$ cat src/rtl/mseq_pkg.sv
// Shared types and constants for the microsequencer.
package mseq_pkg;

    localparam int unsigned MSEQ_ADDR_W = 8;
    localparam int unsigned MSEQ_WORD_W = 16;
    // Control-word bit that ends a routine when MSEQ_END_BIT_EN is defined.
    localparam int unsigned END_BIT     = 15;

    typedef enum logic [1:0] {
        MSEQ_IDLE,
        MSEQ_RUN,
        MSEQ_FIN
    } mseq_state_e;

endpackage

$ cat src/rtl/mseq_sequencer.sv
// Microsequencer: fetches `len` consecutive control words from a ROM with a
// one-cycle registered read and issues them to the datapath under ready/valid
// back-pressure. Optional feature macro: MSEQ_END_BIT_EN (a word with END_BIT
// set ends the routine early when accepted).
module mseq_sequencer
    import mseq_pkg::*;
(
    input  logic                   clk,
    input  logic                   rst,
    input  logic                   start,
    input  logic [MSEQ_ADDR_W-1:0] entry_addr,
    input  logic [MSEQ_ADDR_W-1:0] len,
    input  logic                   abort,
    output logic                   busy,
    output logic                   done,
    output logic                   rom_en,
    output logic [MSEQ_ADDR_W-1:0] rom_addr,
    input  logic [MSEQ_WORD_W-1:0] rom_data,
    output logic [MSEQ_WORD_W-1:0] ctrl_word,
    output logic                   ctrl_valid,
    input  logic                   ctrl_ready
);

    mseq_state_e            state_q, state_d;
    logic [MSEQ_ADDR_W-1:0] upc_q, upc_d;
    logic [MSEQ_ADDR_W-1:0] remaining_q, remaining_d;
    // ROM output register holds a word not yet taken by the datapath.
    logic                   rv_q, rv_d;

    logic accept;
    logic end_hit;

    assign accept = rv_q & ctrl_ready;

`ifdef MSEQ_END_BIT_EN
    assign end_hit = accept & rom_data[END_BIT];
`else
    assign end_hit = 1'b0;
`endif

    // Next-state, fetch and completion logic.
    always_comb begin
        state_d     = state_q;
        upc_d       = upc_q;
        remaining_d = remaining_q;
        rv_d        = rv_q;
        rom_en      = 1'b0;
        done        = 1'b0;

        case (state_q)
            MSEQ_IDLE: begin
                if (start) begin
                    if (len != '0) begin
                        upc_d       = entry_addr;
                        remaining_d = len;
                        state_d     = MSEQ_RUN;
                    end else begin
                        state_d = MSEQ_FIN;
                    end
                end
            end
            MSEQ_RUN: begin
                if (abort) begin
                    rv_d    = 1'b0;
                    state_d = MSEQ_IDLE;
                end else if (end_hit) begin
                    // Early end: any word still in the ROM register is dropped.
                    rv_d    = 1'b0;
                    state_d = MSEQ_FIN;
                end else begin
                    // Fetch whenever the ROM register is free or being emptied now,
                    // so a released stall costs no bubble.
                    rom_en = (remaining_q != '0) && (!rv_q || ctrl_ready);
                    if (rom_en) begin
                        upc_d       = upc_q + 8'd1;
                        remaining_d = remaining_q - 8'd1;
                        rv_d        = 1'b1;
                    end else if (ctrl_ready) begin
                        rv_d = 1'b0;
                        if (accept && remaining_q == '0) begin
                            state_d = MSEQ_FIN;
                        end
                    end
                end
            end
            MSEQ_FIN: begin
                rv_d    = 1'b0;
                done    = !abort;
                state_d = MSEQ_IDLE;
            end
            default: begin
                rv_d    = 1'b0;
                state_d = MSEQ_IDLE;
            end
        endcase
    end

    // State registers with synchronous reset.
    always_ff @(posedge clk) begin
        if (rst) begin
            state_q     <= MSEQ_IDLE;
            upc_q       <= '0;
            remaining_q <= '0;
            rv_q        <= 1'b0;
        end else begin
            state_q     <= state_d;
            upc_q       <= upc_d;
            remaining_q <= remaining_d;
            rv_q        <= rv_d;
        end
    end

    assign busy       = (state_q != MSEQ_IDLE);
    assign rom_addr   = upc_q;
    assign ctrl_word  = rom_data;
    assign ctrl_valid = rv_q;

endmodule

$ cat config.mk
export PLATFORM = sky130hd
export DESIGN_NAME = mseq_sequencer
export DESIGN_NICKNAME = d
export VERILOG_FILES = /design/src/rtl/mseq_pkg.sv /design/src/rtl/mseq_sequencer.sv
export SDC_FILE = /design/constraint.sdc
export NUM_CORES = 1
export LEC_CHECK = 0
export CORE_MARGIN = 2
export CORE_UTILIZATION = 45
export DETAILED_ROUTE_END_ITERATION = 10
export PLACE_DENSITY_LB_ADDON = 0.05
export SYNTH_ARGS = -nofsm -noshare
export SYNTH_HDL_FRONTEND = slang
export SYNTH_SLANG_ARGS = --single-unit
export TNS_END_PERCENT = 20
$ cat constraint.sdc
create_clock -name clk -period 5.3 [get_ports clk]
set_input_delay 0.795 -clock clk [delete_from_list [all_inputs] [get_ports clk]]
set_output_delay 0.795 -clock clk [all_outputs]
set_load 0.02 [all_outputs]
Word-level counts from Yosys, hierarchy flattened
Index checks and enable logic that the tools add are counted.
{"block": "totals", "ff_bits": 19, "in_bits": 37, "out_inout_bits": 28, "wordCells": 56}
{"block": "op_classes", "add_sub_neg": 2, "n_eq_ne": 10, "mux": 24, "bitwise": 2, "n_reduce_logical": 14}
{"op": "two-way mux 8 bit", "n": 8}
{"op": "one-hot mux 8 bit (2 select lines)", "n": 2}
{"op": "nonzero test 8 bit", "n": 2}
{"op": "two-way mux 2 bit", "n": 6}
{"op": "!= test 3 bit, second input constant", "n": 3}
{"op": "adder 8 x 1 -> 8 bit, second input constant", "n": 1}
{"op": "zero test 8 bit", "n": 1}
{"op": "!= test 2 bit, second input constant", "n": 4}
{"op": "subtractor 8 x 1 -> 8 bit, second input constant", "n": 1}
{"op": "two-way mux 1 bit", "n": 6}
{"op": "AND reduction 5 bit", "n": 1}
{"op": "!= test 4 bit, second input constant", "n": 1}
{"op": "one-hot mux 2 bit (2 select lines)", "n": 1}
{"op": "AND reduction 4 bit", "n": 1}
{"op": "nonzero test 2 bit", "n": 2}
{"op": "equality test 2 x 1 -> 1 bit, second input constant", "n": 1}
{"op": "equality test 2 bit, second input constant", "n": 1}
{"op": "logical AND 1 bit", "n": 2}
{"op": "zero test 1 bit", "n": 2}
{"op": "zero test 2 bit", "n": 1}
{"op": "one-hot mux 1 bit (2 select lines)", "n": 1}
{"op": "AND reduction 2 bit", "n": 1}
{"op": "bitwise AND 1 bit", "n": 1}
{"op": "logical OR 1 bit", "n": 1}
{"op": "inverter 1 bit", "n": 1}

Longest topological paths before layout
Gate-level depths: netlist of the first run.
{"block": "logic_depth", "depth_word": 7, "mapped_depth": 8}

Least setup slack after synthesis of the first run
No wires, ideal clock.
{"block": "synth_path", "path_kind": "input-to-output", "startpoint": "in ctrl_ready", "endpoint": "out rom_en", "arrival_ns": 1.520, "setup_slack_ns": 2.985, "stages": 3, "n_path_buf": 0, "path_cell_list": "nand2b_1 > a21bo_2 > nor2_1"}
{"block": "synth_via", "elab_chain_cells": 4}
{"item": "start: declaration", "line_no": "mseq_sequencer.sv:21", "source": "input logic ctrl_ready"}
{"item": "logical OR 1 bit", "line_no": "mseq_sequencer.sv:73", "source": "rom_en = (remaining_q != '0) && (!rv_q || ctrl_ready);"}
{"item": "logical AND 1 bit", "line_no": "mseq_sequencer.sv:73"}
{"item": "two-way mux 1 bit", "line_no": "mseq_sequencer.sv:63", "source": "if (abort) begin"}
{"item": "two-way mux 1 bit", "line_no": "mseq_sequencer.sv:50", "source": "case (state_q)"}
{"item": "end: declaration", "line_no": "mseq_sequencer.sv:16", "source": "output logic rom_en,"}
No other way between the ends.

Worst setup path in the final report of the first run
{"block": "layout_path", "startpoint": "reg state_q[0]", "endpoint": "out rom_en"}
{"block": "layout_via", "elab_chain_cells": 2}
{"item": "start: declaration", "line_no": "mseq_sequencer.sv:24", "source": "mseq_state_e state_q, state_d;"}
{"item": "start signal: assignment", "line_no": "mseq_sequencer.sv:106", "source": "state_q <= state_d;"}
{"item": "equality test 2 x 1 -> 1 bit", "line_no": "mseq_sequencer.sv:50"}
{"item": "two-way mux 1 bit", "line_no": "mseq_sequencer.sv:50"}
No other way between the ends.

==> results of run 1 <==
Yosys cell counts (3+ instances only):
library cell	n	area share (%)
a31oi_1	4	1.8
or3_1	3	1.3
inv_1	5	1.3
o31ai_1	3	1.6
nand2b_1	5	2.2
clkbuf_1	3	0.80
a21oi_1	18	6.4
nor3_1	5	1.8
ha_1	3	2.7
nor3b_1	3	1.6
o21ai_0	16	5.7
buf_4	16	8.5
nor2_1	15	4.0
buf_2	3	1.1
dfxtp_1	19	27
a211oi_1	3	1.6
nand3_1	4	1.4
nand2_1	24	6.4
path summary, 6_finish.rpt:
| path | slack (ns) | end | start | depth (start not counted) |
|---|---|---|---|---|
| setup / recovery | 1.91 | rom_en | state_q[0]$_SDFFE_PP0P_ | 4 |
| hold / removal | 0.52 | remaining_q[0]$_SDFFE_PP0P_ | remaining_q[0]$_SDFFE_PP0P_ | 2 |
| setup reg to reg | 2.68 | rom_addr[5]$_SDFFE_PP0P_ | state_q[1]$_SDFFE_PP0P_ | 5 |
| hold reg to reg | 0.52 | remaining_q[0]$_SDFFE_PP0P_ | remaining_q[0]$_SDFFE_PP0P_ | 2 |
routing by layer:
| layer | wire, microns | GRT usage, % | part of all wire (%) |
|---|---|---|---|
| met5 | 0 | 0 | 0 |
| met4 | 46 | 6.98 | 1.2 |
| met3 | 256 | 3.03 | 6.8 |
| met2 | 1680 | 32.5 | 45 |
| met1 | 1780 | 31.1 | 47 |
sequential cells by signal, indices dropped and copies added, names as in the netlist:
name	count
rom_addr	8
ctrl_valid	1
state_q	2
remaining_q	8
where the power goes:
part	switching [mW]	internal [mW]	total [mW]
logic	0.113	0.0850	0.198
clock network	0.0499	0.0281	0.0780
registers	0.0208	0.161	0.181
total	0.184	0.274	0.457
worst register-to-register path: cells and delay by family, from the launching register on:
| kind | cells | cell delay, ns |
|---|---|---|
| AO/OA/AOI/OAI | 3 | 0.89 |
| flip-flops | 1 | 0.35 |
| AND/OR/NAND/NOR | 2 | 1.28 |
metrics by stage:
| stage | cells | power, mW | hold WS (ns) |
|---|---|---|---|
| floorplan | 186 | 0.332 | 0.470 |
| finish | 242 | 0.457 | 0.516 |
| global placement | 238 | 0.379 | 0.487 |
| global route | 242 | 0.493 | 0.564 |
| CTS | 242 | 0.462 | 0.518 |
| detailed placement | 238 | 0.381 | 0.499 |
kinds of logic (layout without fill, tap and decap cells):
logic type	Yosys count	in the layout	synth area share [%]
AOI/OAI and AO/OA	62	62	31.0
and+or+nand+nor	73	73	26.6
DFF	19	19	27.0
buffers and inverters	29	41	12.8
adders and majority gates	3	3	2.66
layout make-up:
| type | count | share of cell area, % |
|---|---|---|
| tap | 44 | 3.33 |
| clock inverter | 1 | 0.303 |
| clock buffer | 3 | 1.36 |
| inverter | 5 | 1.14 |
| timing repair buffer | 32 | 19.4 |
| sequential | 19 | 23.0 |
| multi-input combinational | 138 | 51.5 |
==> flow_summary.html, run 1 <==
<table>
<tr><th>Metric</th><th>Value</th></tr>
<tr><th colspan="2">Run status</th></tr>
<tr><td>Status</td><td>finished, final reports clean</td></tr>
<tr><th colspan="2">Synthesis</th></tr>
<tr><td>Seq/Total Area, Yosys</td><td>27.0%</td></tr>
<tr><td>Fraction of registers with async set/reset</td><td>0%</td></tr>
<tr><td>Number of register bits inferred by synthesis</td><td>19</td></tr>
<tr><td>Average footprint of a synthesized cell</td><td>7.59 sq um</td></tr>
<tr><td>Number of enable flip-flop cells after synthesis</td><td>0</td></tr>
<tr><td>Synth Warn #</td><td>0</td></tr>
<tr><td>Net count of the mapped netlist</td><td>226</td></tr>
<tr><td>Cells after synthesis</td><td>186</td></tr>
<tr><td>Post-synthesis instance area</td><td>0.00141 sq mm</td></tr>
<tr><td>Main flop type after synthesis</td><td>dfxtp_1</td></tr>
<tr><td>Number of library cell types mapped by synthesis</td><td>49</td></tr>
<tr><th colspan="2">Critical path</th></tr>
<tr><td>Highest cell delay on the worst timing path</td><td>0.97 ns</td></tr>
<tr><td>Critical path startpoint category</td><td>flop</td></tr>
<tr><td>Data arrival, critical path</td><td>roughly 2.6 ns</td></tr>
<tr><td>Required time reported for the critical path endpoint</td><td>4.51 ns</td></tr>
<tr><td>CP Capture Type</td><td>output pin</td></tr>
<tr><td>Worst path bufs/invs</td><td>1</td></tr>
<tr><td>Cell class contributing the biggest share of worst-path delay</td><td>simple AND/OR/NAND/NOR gates</td></tr>
<tr><td>Cell Chain, Critical Path</td><td>nor2b_1 &gt; nand2b_1 &gt; nor2_1 &gt; clkdlybuf4s50_1</td></tr>
<tr><td>Worst path slowest cell</td><td>nor2b_1</td></tr>
<tr><td>Type of the worst setup path</td><td>flop to output pin</td></tr>
<tr><td>Maximum fanout along the worst path</td><td>18</td></tr>
<tr><th colspan="2">Floorplan</th></tr>
<tr><td>Total number of placement rows</td><td>20</td></tr>
<tr><td>Initial core utilization</td><td>between 40% and 50%</td></tr>
<tr><td>Horizontal die dimension</td><td>60.0 microns</td></tr>
<tr><td>Area of the core</td><td>0.00303 sq mm</td></tr>
<tr><td>Die Area</td><td>~0.0036 sq mm</td></tr>
<tr><td>Y dimension of the die</td><td>60.0 microns</td></tr>
<tr><td>Top-Level Pins</td><td>65</td></tr>
<tr><th colspan="2">Detailed routing</th></tr>
<tr><td>First-pass iteration count of the detailed router</td><td>4</td></tr>
<tr><td>Routed wire per std cell</td><td>roughly 16 microns</td></tr>
<tr><td>Per-cell via count in the routed design</td><td>between 5 and 6</td></tr>
<tr><td>Via count</td><td>between 1000 and 1500</td></tr>
<tr><td>DRC violations left</td><td>0</td></tr>
<tr><td>First-iteration detailed-routing DRC count</td><td>55</td></tr>
<tr><td>Number of nets with antenna violations after routing</td><td>0</td></tr>
<tr><td>Detailed-route wire length</td><td>3760 microns</td></tr>
<tr><th colspan="2">STA</th></tr>
<tr><td>Post-Route Skew</td><td>0.00121 ns</td></tr>
<tr><td>Minimum clock period</td><td>3.39 ns</td></tr>
<tr><td>Max frequency</td><td>between 0.2 and 0.3 GHz</td></tr>
<tr><td>Worst slew margin relative to its limit</td><td>17.8%</td></tr>
<tr><td>Setup_tns</td><td>0 ns</td></tr>
<tr><td>Crit path setup slack, layout</td><td>1.91 ns</td></tr>
<tr><td>Transition time of the tightest slew-check pin</td><td>1.23 ns</td></tr>
<tr><td>Final setup violation count</td><td>0</td></tr>
<tr><td>RSZ-0062 raised after global routing</td><td>no</td></tr>
<tr><td>Period Utilization, post-route</td><td>63.9%</td></tr>
<tr><td>Final max-slew violation count</td><td>0</td></tr>
<tr><td>Final hold violation count</td><td>0</td></tr>
<tr><th colspan="2">Global route</th></tr>
<tr><td>Total congestion overflow</td><td>0</td></tr>
<tr><td>Vias in the first global route</td><td>1234</td></tr>
<tr><td>Largest net degree at the start of global routing</td><td>31</td></tr>
<tr><td>All-layer global routing usage</td><td>between 20% and 30%</td></tr>
<tr><td>Number of antenna violations at the first check in global routing</td><td>0</td></tr>
<tr><td>First-pass GRT wire length</td><td>5890 microns</td></tr>
<tr><th colspan="2">CTS</th></tr>
<tr><td>Post-CTS setup buffer count</td><td>0</td></tr>
<tr><td>Later-pin clock latency in the skew report</td><td>roughly 0.30 ns</td></tr>
<tr><td>Number of H-tree branching levels</td><td>1</td></tr>
<tr><td>CTS tree</td><td>yes</td></tr>
<tr><td>Num Clock Sinks</td><td>19</td></tr>
<tr><td>Clock-pin slew reported for the worst setup and hold paths after clock tree synthesis</td><td>0.12 ns</td></tr>
<tr><td>Master cell of the clock root buffer</td><td>clkbuf_4</td></tr>
<tr><td>Number of buffers created by CTS</td><td>3</td></tr>
<tr><td>Number of instances resized during post-cts repair</td><td>0</td></tr>
<tr><td>Number of buffers on the longest clock path</td><td>2</td></tr>
<tr><td>Number of buffers inserted for hold repair after clock tree synthesis</td><td>0</td></tr>
<tr><th colspan="2">Pwr</th></tr>
<tr><td>Power density normalized to cell area</td><td>277 mW/mm^2</td></tr>
<tr><td>Worst VDD drop</td><td>0.109 mV</td></tr>
<tr><td>Leak</td><td>0.588 nW</td></tr>
<tr><th colspan="2">Cells and area</th></tr>
<tr><td>Sequential cell area</td><td>380 sq um</td></tr>
<tr><td>Non-Filler Cell Area, Final</td><td>about 0.0017 sq mm</td></tr>
<tr><td>Leading cell types in the layout, fill and taps excluded</td><td>32 x clkdlybuf4s50_1, 24 x nand2_1, 19 x dfxtp_1</td></tr>
<tr><td>Ant. Diodes</td><td>0</td></tr>
<tr><td>Most common cell after layout, fill and taps aside</td><td>clkdlybuf4s50_1</td></tr>
<tr><td>Layout cell share with drive strength beyond 1</td><td>9.60%</td></tr>
<tr><td>Number of nets at the end of the flow</td><td>239</td></tr>
<tr><td>Layout Area Growth over Synthesis</td><td>17.1%</td></tr>
<tr><td>FILL cells</td><td>321</td></tr>
<tr><td>Utilization after layout</td><td>a little over half</td></tr>
<tr><td>Area used by multi-input combinational logic</td><td>between 800 and 900 sq um</td></tr>
<tr><th colspan="2">Placement</th></tr>
<tr><td>Half-perimeter wire length after placement</td><td>2750 microns</td></tr>
<tr><td>Post-Place Setup Slack</td><td>approximately 2.0 ns</td></tr>
<tr><td>Total placed instance area</td><td>0.00163 sq mm</td></tr>
<tr><td>Routability-driven placement congestion ratio</td><td>0.946</td></tr>
<tr><td>Count of buffers from port buffering</td><td>32</td></tr>
<tr><th colspan="2">Worst hold path</th></tr>
<tr><td>Worst min path class</td><td>flop to flop</td></tr>
<tr><th colspan="2">Job</th></tr>
<tr><td>Maximum Capacitance Violations</td><td>0</td></tr>
</table>
Note: power is estimated with default switching activity, not from simulation.
==> run 2: changes to the inputs <==
--- a/config.mk
+++ b/config.mk
@@ -6,7 +6,7 @@
 export NUM_CORES = 1
 export LEC_CHECK = 0
 export CORE_MARGIN = 2
-export CORE_UTILIZATION = 45
+export CORE_UTILIZATION = 41
 export DETAILED_ROUTE_END_ITERATION = 10
 export PLACE_DENSITY_LB_ADDON = 0.05
 export SYNTH_ARGS = -nofsm -noshare
==> constraint.sdc (replaced) <==
create_clock -name clk -period 3.2 [get_ports clk]
set_input_delay 0.48 -clock clk [delete_from_list [all_inputs] [get_ports clk]]
set_output_delay 0.48 -clock clk [all_outputs]
set_load 0.02 [all_outputs]
==> flow_summary.html, run 2 (synthesis gave the netlist of run 1 again) <==
<table>
<tr><th>Metric</th><th>Value</th></tr>
<tr><th colspan="2">CTS</th></tr>
<tr><td>Num Clock Sinks</td><td>19 (unchanged)</td></tr>
<tr><td>Number of buffers on the longest clock path</td><td>2 (unchanged)</td></tr>
<tr><td>Clock-pin slew reported for the worst setup and hold paths after clock tree synthesis</td><td>0.12 ns (about the same)</td></tr>
<tr><td>Later-pin clock latency in the skew report</td><td>0.31 ns (about the same)</td></tr>
<tr><td>Number of buffers inserted for hold repair after clock tree synthesis</td><td>0 (unchanged)</td></tr>
<tr><td>Master cell of the clock root buffer</td><td>clkbuf_4</td></tr>
<tr><td>Number of buffers created by CTS</td><td>3 (unchanged)</td></tr>
<tr><td>Post-CTS setup buffer count</td><td>0 (unchanged)</td></tr>
<tr><td>Number of instances resized during post-cts repair</td><td>0 (unchanged)</td></tr>
<tr><td>Number of H-tree branching levels</td><td>1 (unchanged)</td></tr>
<tr><td>CTS tree</td><td>yes</td></tr>
<tr><th colspan="2">STA</th></tr>
<tr><td>Worst slew margin relative to its limit</td><td>56.3% (+38 points)</td></tr>
<tr><td>Minimum clock period</td><td>2.72 ns</td></tr>
<tr><td>Final hold violation count</td><td>0 (unchanged)</td></tr>
<tr><td>Setup_tns</td><td>0 ns (unchanged)</td></tr>
<tr><td>Max frequency</td><td>roughly 0.37 GHz</td></tr>
<tr><td>Transition time of the tightest slew-check pin</td><td>0.655 ns (-0.575 ns)</td></tr>
<tr><td>Period Utilization, post-route</td><td>a little over four fifths</td></tr>
<tr><td>Post-Route Skew</td><td>0.00248 ns (+0.00127 ns)</td></tr>
<tr><td>Worst hold margin</td><td>0.514 ns (-0.00167 ns)</td></tr>
<tr><td>RSZ-0062 raised after global routing</td><td>no</td></tr>
<tr><td>Final max-slew violation count</td><td>0 (unchanged)</td></tr>
<tr><td>Final setup violation count</td><td>0 (unchanged)</td></tr>
<tr><th colspan="2">Critical path</th></tr>
<tr><td>CP Capture Type</td><td>output pin</td></tr>
<tr><td>Worst path bufs/invs</td><td>2 (+1)</td></tr>
<tr><td>Depth of the worst register-to-register path</td><td>7 (+2)</td></tr>
<tr><td>Worst path slowest cell</td><td>clkdlybuf4s50_1</td></tr>
<tr><td>Highest cell delay on the worst timing path</td><td>0.61 ns (-0.36 ns)</td></tr>
<tr><td>Library cell appearing most often on the critical path</td><td>clkdlybuf4s50_1</td></tr>
<tr><td>Cell class contributing the biggest share of worst-path delay</td><td>buffers and inverters</td></tr>
<tr><td>Maximum fanout along the worst path</td><td>7 (-11)</td></tr>
<tr><td>Total stage count of the critical path</td><td>5 (+1)</td></tr>
<tr><td>Type of the worst setup path</td><td>input port to output pin</td></tr>
<tr><td>Required time reported for the critical path endpoint</td><td>2.72 ns (-1.79 ns)</td></tr>
<tr><td>Data arrival, critical path</td><td>2.24 ns (-0.35 ns)</td></tr>
<tr><td>Critical path startpoint category</td><td>input port</td></tr>
<tr><td>Setup slack, reg-to-reg</td><td>1.06 ns (-1.62 ns)</td></tr>
<tr><td>Cell Chain, Critical Path</td><td>clkdlybuf4s50_1 &gt; nand2b_1 &gt; a21bo_2 &gt; nor2_1 &gt; clkdlybuf4s50_1</td></tr>
<tr><th colspan="2">Worst hold path</th></tr>
<tr><td>Worst Hold Depth</td><td>2 (unchanged)</td></tr>
<tr><td>Worst min path class</td><td>flop to flop</td></tr>
<tr><th colspan="2">Pwr</th></tr>
<tr><td>Sw Ratio</td><td>39.9% (-0.24 points)</td></tr>
<tr><td>Sequential power share</td><td>39.5% (-0.2 points)</td></tr>
<tr><td>Comb pwr share</td><td>43.5% (+0.2 points)</td></tr>
<tr><td>Power density normalized to cell area</td><td>452 mW/mm^2 (+63%)</td></tr>
<tr><td>Leak</td><td>0.602 nW (+2.5%)</td></tr>
<tr><td>Worst VDD drop</td><td>0.173 mV (+58%)</td></tr>
<tr><td>NetSw</td><td>0.303 mW (+65%)</td></tr>
<tr><td>Part of the power in the clock network</td><td>17.0% (about the same)</td></tr>
<tr><td>Internal Dissipation</td><td>0.456 mW (+67%)</td></tr>
<tr><th colspan="2">Floorplan</th></tr>
<tr><td>Top-Level Pins</td><td>65 (unchanged)</td></tr>
<tr><td>Initial core utilization</td><td>42.6% (-4.0 points)</td></tr>
<tr><td>Y dimension of the die</td><td>62.7 microns (+4.4%)</td></tr>
<tr><td>Area of the core</td><td>0.00331 sq mm (+9.3%)</td></tr>
<tr><td>Die Area</td><td>0.00393 sq mm (+9.1%)</td></tr>
<tr><td>Total number of placement rows</td><td>21 (+5.0%)</td></tr>
<tr><td>Horizontal die dimension</td><td>62.7 microns (+4.4%)</td></tr>
<tr><th colspan="2">Cells and area</th></tr>
<tr><td>Most common cell after layout, fill and taps aside</td><td>clkdlybuf4s50_1</td></tr>
<tr><td>Ant. Diodes</td><td>0 (unchanged)</td></tr>
<tr><td>Layout cell share with drive strength beyond 1</td><td>10.9% (+1.3 points)</td></tr>
<tr><td>Leading cell types in the layout, fill and taps excluded</td><td>32 x clkdlybuf4s50_1, 24 x nand2_1, 19 x dfxtp_1</td></tr>
<tr><td>Number of nets at the end of the flow</td><td>242 (+1.3%)</td></tr>
<tr><td>FILL cells</td><td>359 (+12%)</td></tr>
<tr><td>Layout Area Growth over Synthesis</td><td>18.9%</td></tr>
<tr><td>Non-Filler Cell Area, Final</td><td>0.00168 sq mm (+1.5%)</td></tr>
<tr><th colspan="2">Detailed routing</th></tr>
<tr><td>First-iteration detailed-routing DRC count</td><td>81 (+47%)</td></tr>
<tr><td>Number of nets with antenna violations after routing</td><td>0 (unchanged)</td></tr>
<tr><td>DRC violations left</td><td>0 (unchanged)</td></tr>
<tr><td>Detailed-route wire length</td><td>3770 microns (+0.27%)</td></tr>
<tr><td>Via count</td><td>1402 (+1.7%)</td></tr>
<tr><td>Routed wire per std cell</td><td>15.3 microns (-1.8%)</td></tr>
<tr><td>First-pass iteration count of the detailed router</td><td>4 (unchanged)</td></tr>
<tr><td>Per-cell via count in the routed design</td><td>5.68 (-0.39%)</td></tr>
<tr><th colspan="2">Job</th></tr>
<tr><td>Maximum Capacitance Violations</td><td>0 (unchanged)</td></tr>
<tr><th colspan="2">Placement</th></tr>
<tr><td>Routability-driven placement congestion ratio</td><td>0.911 (-3.7%)</td></tr>
<tr><td>Total placed instance area</td><td>0.00165 sq mm (+1.5%)</td></tr>
<tr><td>Count of buffers from port buffering</td><td>32 (unchanged)</td></tr>
<tr><td>Half-perimeter wire length after placement</td><td>2750 microns (about the same)</td></tr>
<tr><th colspan="2">Global route</th></tr>
<tr><td>First-pass GRT wire length</td><td>6490 microns (+10%)</td></tr>
<tr><td>Total congestion overflow</td><td>0 (unchanged)</td></tr>
<tr><td>Number of antenna violations at the first check in global routing</td><td>0 (unchanged)</td></tr>
<tr><td>All-layer global routing usage</td><td>20.3% (-1.1 points)</td></tr>
<tr><td>Largest net degree at the start of global routing</td><td>31 (unchanged)</td></tr>
<tr><td>Vias in the first global route</td><td>1303 (+5.6%)</td></tr>
<tr><th colspan="2">Run status</th></tr>
<tr><td>Status</td><td>finished, final reports clean</td></tr>
</table>
[run 2: cell types whose count changed in the layout (fill, tap and decap cells not counted)]
| cell | delta |
|---|---|
| buf_4 | +3 |
[run 2: worst paths after layout]
kind,startpoint,end
worst max-delay path,ctrl_ready,rom_en
worst min-delay path,remaining_q[0]$_SDFFE_PP0P_,remaining_q[0]$_SDFFE_PP0P_
worst max register to register,remaining_q[0]$_SDFFE_PP0P_,rom_addr[5]$_SDFFE_PP0P_
worst min register to register,remaining_q[0]$_SDFFE_PP0P_,remaining_q[0]$_SDFFE_PP0P_
[run 2: worst register-to-register path, cell delays in order, from the launching register on]
cell and delay [ns]:
dfxtp_1 0.40, inv_1 0.08, ha_1 0.20, nor3b_1 0.17, a21bo_2 0.29, a2bb2oi_2 0.54, a21oi_1 0.14, a211oi_1 0.23
[run 2: routing by layer]
metal	global-route usage (%)	routed length, microns	up-vias
met5	0	0	-
met4	7.22	42	0
met3	5.05	314	8
met2	31.0	1660	62
met1	27.7	1750	644
li1	-	-	688
[run 2: cell type report]
type,count,area [sq um],share of cell area [%]
Multi-Input combinational cell,138,851,50.7
Sequential cell,19,380,22.7
Timing Repair Buffer,35,343,20.4
Tap cell,46,57.6,3.43
Clock buffer,3,22.5,1.34
Inverter,5,18.8,1.12
Clock inverter,1,5.00,0.298
[run 2: metrics by stage]
stage	utilization [%]	worst slack, ns	power, mW	instances
after floorplan	-	1.30	0.550	186
after global placement	49.8	0.538	0.632	243
after detailed placement	49.8	0.504	0.633	243
after CTS	50.7	0.496	0.764	247
after global routing	50.7	0.420	0.821	247
final	50.7	0.485	0.759	247
[run 2: power groups by stage]
stage	logic [mW]	registers (mW)	clock network (mW)
floorplan	0.235	0.315	0
global placement	0.328	0.303	0
detailed placement	0.329	0.304	0
CTS	0.331	0.299	0.134
global route	0.368	0.305	0.148
finish	0.330	0.300	0.129
==> run 3: changes to the inputs <==
==> constraint.sdc (replaced) <==
create_clock -name clk -period 2.6 [get_ports clk]
set_input_delay 0.39 -clock clk [delete_from_list [all_inputs] [get_ports clk]]
set_output_delay 0.39 -clock clk [all_outputs]
set_load 0.02 [all_outputs]
==> flow_summary.html, run 3 (synthesis gave the netlist of run 1 again) <==
<table>
<tr><th>Metric</th><th>Value</th></tr>
<tr><th colspan="2">Critical path</th></tr>
<tr><td>Critical path startpoint category</td><td>flop</td></tr>
<tr><td>Critical R2R Launch</td><td>remaining_q[0]$_SDFFE_PP0P_</td></tr>
<tr><td>CP Capture Type</td><td>output pin</td></tr>
<tr><td>Data arrival, critical path</td><td>2.14 ns (-0.10 ns)</td></tr>
<tr><td>Type of the worst setup path</td><td>flop to output pin</td></tr>
<tr><td>Depth of the worst register-to-register path</td><td>7 (unchanged)</td></tr>
<tr><td>RR Endpoint</td><td>rom_addr[5]$_SDFFE_PP0P_</td></tr>
<tr><td>Maximum fanout along the worst path</td><td>7 (unchanged)</td></tr>
<tr><td>Setup slack, reg-to-reg</td><td>0.51 ns (-0.55 ns)</td></tr>
<tr><td>Required time reported for the critical path endpoint</td><td>2.21 ns (-0.51 ns)</td></tr>
<tr><th colspan="2">Pwr</th></tr>
<tr><td>NetSw</td><td>0.384 mW (+27%)</td></tr>
<tr><td>Comb pwr share</td><td>43.7% (+0.2 points)</td></tr>
<tr><td>Part of the power in the clock network</td><td>17.5% (+0.5 points)</td></tr>
<tr><td>Sequential power share</td><td>38.8% (-0.7 points)</td></tr>
<tr><td>Power density normalized to cell area</td><td>562 mW/mm^2 (+24%)</td></tr>
<tr><td>Worst VDD drop</td><td>0.163 mV (-5.4%)</td></tr>
<tr><td>Internal Dissipation</td><td>0.570 mW (+25%)</td></tr>
<tr><td>Sw Ratio</td><td>40.3% (+0.32 points)</td></tr>
<tr><td>Leak</td><td>0.614 nW (+2.0%)</td></tr>
<tr><th colspan="2">Job</th></tr>
<tr><td>Maximum Capacitance Violations</td><td>0 (unchanged)</td></tr>
<tr><th colspan="2">STA</th></tr>
<tr><td>Final hold violation count</td><td>0 (unchanged)</td></tr>
<tr><td>Final max-slew violation count</td><td>0 (unchanged)</td></tr>
<tr><td>Crit path setup slack, layout</td><td>0.0728 ns (-0.412 ns)</td></tr>
<tr><td>Transition time of the tightest slew-check pin</td><td>0.626 ns (-0.0288 ns)</td></tr>
<tr><td>Period Utilization, post-route</td><td>97.2%</td></tr>
<tr><td>Final setup violation count</td><td>0 (unchanged)</td></tr>
<tr><td>Post-Route Skew</td><td>0.00825 ns (+0.00577 ns)</td></tr>
<tr><td>Worst hold margin</td><td>0.504 ns (-0.0102 ns)</td></tr>
<tr><td>Minimum clock period</td><td>approximately 2.5 ns</td></tr>
<tr><td>Setup_tns</td><td>0 ns (unchanged)</td></tr>
<tr><td>Max frequency</td><td>0.396 GHz</td></tr>
<tr><td>Worst slew margin relative to its limit</td><td>58.2% (+1.9 points)</td></tr>
<tr><th colspan="2">Detailed routing</th></tr>
<tr><td>Number of nets with antenna violations after routing</td><td>0 (unchanged)</td></tr>
<tr><td>First-iteration detailed-routing DRC count</td><td>54 (-33%)</td></tr>
<tr><td>Detailed-route wire length</td><td>3770 microns (unchanged)</td></tr>
<tr><td>Routed wire per std cell</td><td>15.1 microns (-0.80%)</td></tr>
<tr><td>First-pass iteration count of the detailed router</td><td>4 (unchanged)</td></tr>
<tr><td>Per-cell via count in the routed design</td><td>5.57 (-1.8%)</td></tr>
<tr><td>Via count</td><td>1388 (-1.0%)</td></tr>
<tr><td>DRC violations left</td><td>0 (unchanged)</td></tr>
<tr><th colspan="2">Cells and area</th></tr>
<tr><td>FILL cells</td><td>356 (-0.84%)</td></tr>
<tr><td>Ant. Diodes</td><td>0 (unchanged)</td></tr>
<tr><td>Leading cell types in the layout, fill and taps excluded</td><td>32 x clkdlybuf4s50_1, 24 x nand2_1, 18 x a21oi_1, 18 x dfxtp_1, 16 x o21ai_0</td></tr>
<tr><td>Most common cell after layout, fill and taps aside</td><td>clkdlybuf4s50_1</td></tr>
<tr><td>Non-Filler Cell Area, Final</td><td>0.00170 sq mm (+1.3%)</td></tr>
<tr><td>Layout cell share with drive strength beyond 1</td><td>12.8% (+1.9 points)</td></tr>
<tr><td>Layout Area Growth over Synthesis</td><td>20.4%</td></tr>
<tr><td>Sequential cell area</td><td>382 sq um (+0.33%)</td></tr>
<tr><td>Area used by multi-input combinational logic</td><td>856 sq um (+0.59%)</td></tr>
<tr><td>Number of nets at the end of the flow</td><td>244 (+0.83%)</td></tr>
<tr><th colspan="2">Global route</th></tr>
<tr><td>Number of antenna violations at the first check in global routing</td><td>0 (unchanged)</td></tr>
<tr><td>First-pass GRT wire length</td><td>6350 microns (-2.1%)</td></tr>
<tr><td>Vias in the first global route</td><td>1319 (+1.2%)</td></tr>
<tr><td>Largest net degree at the start of global routing</td><td>30 (-3.2%)</td></tr>
<tr><td>Total congestion overflow</td><td>0 (unchanged)</td></tr>
<tr><td>All-layer global routing usage</td><td>19.7% (-0.58 points)</td></tr>
<tr><th colspan="2">Worst hold path</th></tr>
<tr><td>Startpoint of the most critical hold path</td><td>remaining_q[0]$_SDFFE_PP0P_</td></tr>
<tr><td>Worst Hold Depth</td><td>2 (unchanged)</td></tr>
<tr><td>Min-Delay Endpoint</td><td>remaining_q[0]$_SDFFE_PP0P_</td></tr>
<tr><td>Worst min path class</td><td>flop to flop</td></tr>
<tr><th colspan="2">CTS</th></tr>
<tr><td>Number of H-tree branching levels</td><td>1 (unchanged)</td></tr>
<tr><td>Later-pin clock latency in the skew report</td><td>0.31 ns (about the same)</td></tr>
<tr><td>Clock-pin slew reported for the worst setup and hold paths after clock tree synthesis</td><td>0.13 ns (about the same)</td></tr>
<tr><td>Post-CTS setup buffer count</td><td>0 (unchanged)</td></tr>
<tr><td>Number of buffers on the longest clock path</td><td>2 (unchanged)</td></tr>
<tr><td>Number of buffers inserted for hold repair after clock tree synthesis</td><td>0 (unchanged)</td></tr>
<tr><td>Num Clock Sinks</td><td>19 (unchanged)</td></tr>
<tr><td>CTS tree</td><td>yes</td></tr>
<tr><td>Number of buffers created by CTS</td><td>3 (unchanged)</td></tr>
<tr><td>Master cell of the clock root buffer</td><td>clkbuf_4</td></tr>
<tr><th colspan="2">Floorplan</th></tr>
<tr><td>Y dimension of the die</td><td>62.7 microns (unchanged)</td></tr>
<tr><td>Top-Level Pins</td><td>65 (unchanged)</td></tr>
<tr><td>Die Area</td><td>0.00393 sq mm (unchanged)</td></tr>
<tr><td>Area of the core</td><td>0.00331 sq mm (unchanged)</td></tr>
<tr><td>Horizontal die dimension</td><td>62.7 microns (unchanged)</td></tr>
<tr><td>Total number of placement rows</td><td>21 (unchanged)</td></tr>
<tr><td>Initial core utilization</td><td>42.6% (unchanged)</td></tr>
<tr><th colspan="2">Placement</th></tr>
<tr><td>Half-perimeter wire length after placement</td><td>2770 microns (+0.79%)</td></tr>
<tr><td>Routability-driven placement congestion ratio</td><td>0.924 (+1.4%)</td></tr>
<tr><td>Count of buffers from port buffering</td><td>32 (unchanged)</td></tr>
<tr><td>Total placed instance area</td><td>0.00167 sq mm (+0.91%)</td></tr>
<tr><td>Post-Place Setup Slack</td><td>0.197 ns (-0.307 ns)</td></tr>
<tr><th colspan="2">Run status</th></tr>
<tr><td>Status</td><td>finished, final reports clean</td></tr>
</table>
run 3: area by class of cell:
class	instances	area share, %
sequential	19	22.5
clock inverter	1	0.295
multi-input combinational	138	50.4
clock buffer	3	1.33
tap	46	3.39
timing repair buffer	37	21.1
inverter	5	1.10
run 3: worst max path at each step:
stage,startpoint,end,slack [ns],cells after the start
2_1_floorplan,len[7],remaining_q[2]$_SDFFE_PP0P_,0.79,6
3_3_place_gp,ctrl_ready,rom_en,0.22,5
3_5_place_dp,ctrl_ready,rom_en,0.20,5
4_1_cts,remaining_q[0]$_SDFFE_PP0P_,rom_en,0.01,6
5_1_grt,remaining_q[2]$_SDFFE_PP0P_,rom_en,-0.0009,4
6_report,remaining_q[0]$_SDFFE_PP0P_,rom_en,0.07,6
run 3: stage by stage:
stage               std cells  util (%)  power [mW]
floorplan                 186         -       0.677
global placement          245      50.3       0.786
detailed placement        245      50.3       0.789
CTS                       249      51.1       0.957
global route              249      51.3        1.02
finish                    249      51.3       0.955
run 3: power by group through the flow:
stage | sequential (mW) | combinational, mW | clock (mW)
floorplan | 0.387 | 0.289 | 0
global placement | 0.373 | 0.413 | 0
detailed placement | 0.374 | 0.415 | 0
CTS | 0.368 | 0.417 | 0.172
global route | 0.377 | 0.459 | 0.186
finish | 0.370 | 0.417 | 0.167
run 3: metal layers:
metal  global-route usage [%]  part of all wire, %
met1                     26.8                   47
met2                     31.0                   44
met3                     4.86                  7.9
met4                     5.56                  1.3
met5                        0                    0
run 3: timing repair:
action,CTS,global route
hold endpoints to repair,0,0
setup endpoints to repair,0,1
gates resized for setup,0,2
run 3: worst max-delay path: stages, from the launching register on:
cell             delay (ns)
dfxtp_2                0.39
inv_1                  0.07
ha_1                   0.20
nor3b_2                0.17
a21bo_2                0.28
nor2_1                 0.10
clkdlybuf4s50_1        0.60
